`src/rtl/count_seq_checker_sat_counter.sv`:
```
`default_nettype none
// ============================================================================
// Module      : sat_counter
// Description : Saturating up-counter with a clear input. A clear that lands
//               in the same cycle as an increment leaves the counter at 1, so
//               the event that coincided with the clear is not lost.
// Ports       : clk   - rising-edge clock
//               reset - synchronous, active-high
//               inc   - count one event
//               clr   - return to zero (to one if inc is also high)
//               q     - current count, holds at all-ones
// Revision    : 1.0 - initial release
// ============================================================================
module sat_counter #(
  parameter int W = 8
) (
  input  logic         clk,
  input  logic         reset,
  input  logic         inc,
  input  logic         clr,
  output logic [W-1:0] q
);

  localparam logic [W-1:0] Q_MAX = '1;

  always_ff @(posedge clk) begin
    if (reset) begin
      q <= '0;
    end else if (clr) begin
      q <= inc ? W'(1) : '0;
    end else if (inc && (q != Q_MAX)) begin
      q <= q + W'(1);
    end
  end

endmodule
`default_nettype wire

```
`config.mk`:
```
export PLATFORM = sky130hd
export DESIGN_NAME = sat_counter
export DESIGN_NICKNAME = d
export VERILOG_FILES = /design/src/rtl/count_seq_checker_sat_counter.sv
export SDC_FILE = /design/constraint.sdc
export NUM_CORES = 1
export LEC_CHECK = 0
export ABC_AREA = 1
export CAP_MARGIN = 20
export CORE_MARGIN = 2
export CORE_UTILIZATION = 26
export CTS_CLUSTER_DIAMETER = 150
export DETAILED_ROUTE_END_ITERATION = 8
export GPL_TIMING_DRIVEN = 0
export PLACE_DENSITY = 0.5
export SYNTH_ARGS = -nofsm -noshare
export SYNTH_HDL_FRONTEND = slang
export SYNTH_SLANG_ARGS = --single-unit
```
`constraint.sdc`:
```
create_clock -name clk -period 3.1 [get_ports clk]
set_clock_uncertainty 0.15 [all_clocks]
set_input_delay 0.465 -clock clk [delete_from_list [all_inputs] [get_ports clk]]
set_output_delay 0.465 -clock clk [all_outputs]
set_load 0.02 [all_outputs]
```
==> Word-level counts from Yosys, hierarchy flattened <==
Cells that the tools add are included.
Widths: inputs -> output; s select.
{ "totals": {"rom_bits": 0, "ram_bits": 0, "mem_count": 0, "latch_bits": 0, "output_inout_bits": 8, "in_bits": 4, "register_bits": 8} }
{ "op_classes": {"n_addsub": 1, "reduce_logical": 2, "magnitude_cmp": 0, "eq_ne": 1, "shift": 0, "n_mux": 3, "n_bitwise": 0, "n_div": 0, "mul": 0} }
{ "op_table": {"columns": ["operator", "n"], "rows": [
  ["$mux 8", 2],
  ["$add 8x1->8 const B", 1],
  ["$ne 8x8->1 const B", 1],
  ["$reduce_bool 2->1", 1],
  ["$logic_and 1x1->1", 1],
  ["$mux 1", 1]
]} }

==> Logic depth before layout (Yosys ltp) <==
{ "depth": {"depth_word": 4, "ltp_mapped": 9} }

==> Worst setup path before layout <==
No wires, ideal clock.
{ "synth_timing": {"path_kind": "register to register", "start": "register q[0]", "end": "register q[5]", "required_time_ps": 2837, "setup_time_ps": 113, "synth_period_minus_slack_ps": 1579, "path_stages_with_launch": 9, "setup_slack_ps": 1521, "arrival_ps": 1316, "path_buffers": 0, "cell_sequence": "dfxtp_1 -> ha_1 -> nand2_2 -> nor2_2 -> nand2_4 -> nand2_4 -> nand2_2 -> nor2_1 -> nor2_1"} }
{ "synth_via": {"elab_chain_cells": 3} }
{ "synth_lines": {"columns": ["element", "line_no", "text"], "rows": [
  ["start: declaration", "21", "output logic [W-1:0] q"],
  ["start signal: assignment", "30", "q <= inc ? W'(1) : '0;"],
  ["start signal: assignment", "32", "q <= q + W'(1);"],
  ["$add 8x1->8 / $ne 8x8->1 (equally long branches)", "32, 31", null],
  ["$mux 8 / $logic_and 1x1->1 (equally long branches)", "31", "end else if (inc && (q != Q_MAX)) begin"],
  ["$mux 8 / $reduce_bool 2->1 (equally long branches)", null, null]
]} }
Several ways; a longest one is shown, not always the timed one. The select of a mux whose other input is x is not followed.
A chain may end at the register's enable or synchronous reset.

==> Final worst setup path <==
{ "layout_timing": {"start": "register q[2]", "end": "output port q[2]"} }
No word-level cell between the ends.

==> out/metrics.sh <==
TRITONCTS.NUM_BUFFERS=3
REGISTER_WITH_THE_MOST_FLIP_FLOPS='q'
CRITICAL_PATH.MAX_FANOUT=7
LAYOUT.CELLS.NON_FILLER=114
IO_BUFFER_COUNT=11
CTS_TREE='yes'
IOS=12
WL_MET1_UM=567
FIN_AREA_UM2=656
HTREE_NUM_LEVELS=1
MIN_PERIOD_NS=1.97
CLKSLEWWORSTSETUPHOLDPATHS_NS=0.06
GLOBALPLACE.CONGESTION=0.732
DETAILROUTE.WIRELENGTH.MET3_UM=57
DIE_H_UM=47.5
FINALHOLDVIOLCOUNT=0
SLOWEST_DELAY_NS=0.65
TIMING.REG2REG.WORST_PATH_DEPTH=8
CRIT_CHAIN='clkdlybuf4s50_1'
SLOWEST_STAGE_CELL_CP='sky130_fd_sc_hd__clkdlybuf4s50_1'
CPLARGESTDELAYFAMILY='buffers and inverters'
ROUTE.FINAL.WIRE_LENGTH_UM=1180
NUM_ANTENNA_CELLS=0
CLOCK_LATENCY_NS=0.25
FIN_UTIL_PCT=37.6
GRT_PASS1_WL_UM=1910
SYNTH_SEQ_CELLS=8
ROUTED.TOP_LAYER='met4'
POWER_DENSITY_nW_PER_UM2=342
NETS=96
SYN-CELL-AREA_UM2=492
DP.FINAL_HPWL_UM=902
DETAIL_ROUTE.VIAS_PER_CELL=4.62
POST_SYN_AREA_PER_CELL_UM2=6.56
CTSLONGESTPATHBUFFERS=2
CLOCK.FMAX_MHz=507
LARGEST_REGISTER_FFS=8
POWER.LEAKAGE_nW=0.264
CP.ARRIVAL_NS=1.36
R2R_PATH_START='q[0]$_SDFFE_PP0P_'
DIE-WIDTH_UM=47.5
SYNTH_SEQ_AREA_SHARE_PCT=32.6
FIN_CRIT_SH_PCT=63.6
RUN_STATUS='finished clean'
MOST-COMMON-LAYOUT-CELLS='16 x sky130_fd_sc_hd__nand2_1, 11 x sky130_fd_sc_hd__clkdlybuf4s50_1, 10 x sky130_fd_sc_hd__nor2_1'
SLEW_HEADROOM_PCT=81.9
WORST_SLEW_PIN_SLEW_NS=0.271
CRITICAL_PATH.N_BUFFERS_INVERTERS=1
FINAL-MAX-SLEW-VIOLATION-COUNT=0
ROUTED-VIA-COUNT=527
SYNTH_CELL_TYPES=18
HOLD_PATH_CLASS='reg -> reg'
TOP_REGS='q (8)'
INITIAL_UTILIZATION_PCT=28.2
VDD.IR_DROP.WORST_mV=0.226
POST-ROUTE-WORST-SETUP-SLACK_NS=1.13
GRT_MAX_DEGREE=9
START_KIND='register'
SYNTH.NET_COUNT=80
CRIT_PATH_END_KIND='primary output'
MAX_CAP_VIOL_COUNT=0
HOLDBUFCOUNTCTS=0
PLACED_STANDARD_CELL_AREA_UM2=633
GRT_OVERFLOW=0
DETAILEDROUTE.FIRSTPASSITERATIONCOUNT=4
DP.CELLS=111
POSTCTSSETUPBUFFERS=0
FP.DIEAREA_UM2=2260
ROW_COUNT=15
SYNTH_WARNINGS=0
DRC_ERRORS=0
RSZ0062_AT_GRT='no'
ANTENNA_FOUND_INITIAL=0
FIN_SETUP_TNS_NS=0
WIRE_PER_INST_UM=10.4
FP.COREAREA_UM2=1750
CRIT_START='q[2]$_SDFFE_PP0P_'
SYNTH_CELLS=75
CTS.SINKS=8
CP.DEPTH=1
GRT.TOTAL_USAGE_PCT=12.7
CRITPATHKIND='reg -> out'
WORST-R2R-SETUP-SLACK_NS=1.49
ANT_NETS=0
REGTOREGENDPOINT='q[5]$_SDFFE_PP0P_'
DETAILEDROUTE.FIRSTITERATIONVIOLATIONS=6
LAYOUT-AREA-OVERHEAD-VS-SYNTH_PCT=33.3
MOSTFREQUENTLAYOUTCELL='sky130_fd_sc_hd__nand2_1'
DETAILEDPLACE.WORSTSLACK_NS=1.31
FRACTION_OF_LAYOUT_CELLS_WITH_A_SIZE_SUFFIX_ABOVE_1_PCT=13.5
CLK_ROOT_BUF='sky130_fd_sc_hd__clkbuf_4'
CRITPATHREQUIREDTIME_NS=2.48
NUMBER_OF_GLOBAL_ROUTE_VIAS_BEFORE_REPAIR=432
SETUP_VIOL_COUNT_FINAL=0
DR_WL_MET2_UM=547
WORSTSETUPENDPOINT='q[2]'
POST_CTS_RESIZE_COUNT=0
[worst min path at each step]
stage / from / endpoint / slack [ns] / cells after the start
2_1_floorplan: reset / q[0]$_SDFFE_PP0P_ / 0.38 / 1
3_3_place_gp: q[6]$_SDFFE_PP0P_ / q[6]$_SDFFE_PP0P_ / 0.30 / 2
3_5_place_dp: q[6]$_SDFFE_PP0P_ / q[6]$_SDFFE_PP0P_ / 0.31 / 2
4_1_cts: q[6]$_SDFFE_PP0P_ / q[6]$_SDFFE_PP0P_ / 0.31 / 2
5_1_grt: q[6]$_SDFFE_PP0P_ / q[6]$_SDFFE_PP0P_ / 0.35 / 2
6_report: q[6]$_SDFFE_PP0P_ / q[6]$_SDFFE_PP0P_ / 0.31 / 2
[cell families after synthesis]
logic type,share of synthesized area (%)
buffers and inverters,7.63
AOI/OAI and AO/OA,9.92
and+or+nand+nor,47.3
adders and majority gates,2.54
DFF,32.6
[stage by stage]
step,power (mW),hold WS [ns]
3_5_place_dp,0.144,0.306
6_report,0.224,0.310
2_1_floorplan,0.129,0.384
4_1_cts,0.232,0.315
5_1_grt,0.241,0.348
3_3_place_gp,0.144,0.302
[cells in the mapped netlist (all sizes together)]
library cell  instances  area [um2]
ha                    1        12.5
nand3b                1        7.51
nand4                 3        18.8
nand2                21         101
o21ai                 3        15.0
nor3                  1        5.00
dfxtp                 8         160
nand3                 9        45.0
a21oi                 6        33.8
nor2                 12        55.1
inv                  10        37.5
[power breakdown]
group | internal (mW) | switching [mW]
clock network | 0.0445 | 0.0379
logic | 0.0140 | 0.0190
registers | 0.106 | 0.00325
[area by class of cell]
| class | count | area (um2) |
|---|---|---|
| Tap cell | 25 | 31.3 |
| Multi-Input combinational cell | 57 | 294 |
| Inverter | 10 | 37.5 |
| Clock buffer | 3 | 22.5 |
| Sequential cell | 8 | 160 |
| Timing Repair Buffer | 11 | 110 |
| Fill cell | 200 | 1090 |
[metal layers]
layer / global-route usage (%) / up-vias
li1: - / 272
met2: 18.6 / 15
met1: 16.4 / 238
met5: 0 / -
met3: 5.66 / 2
met4: 5.00 / 0
(Power assumes the default switching activity.)
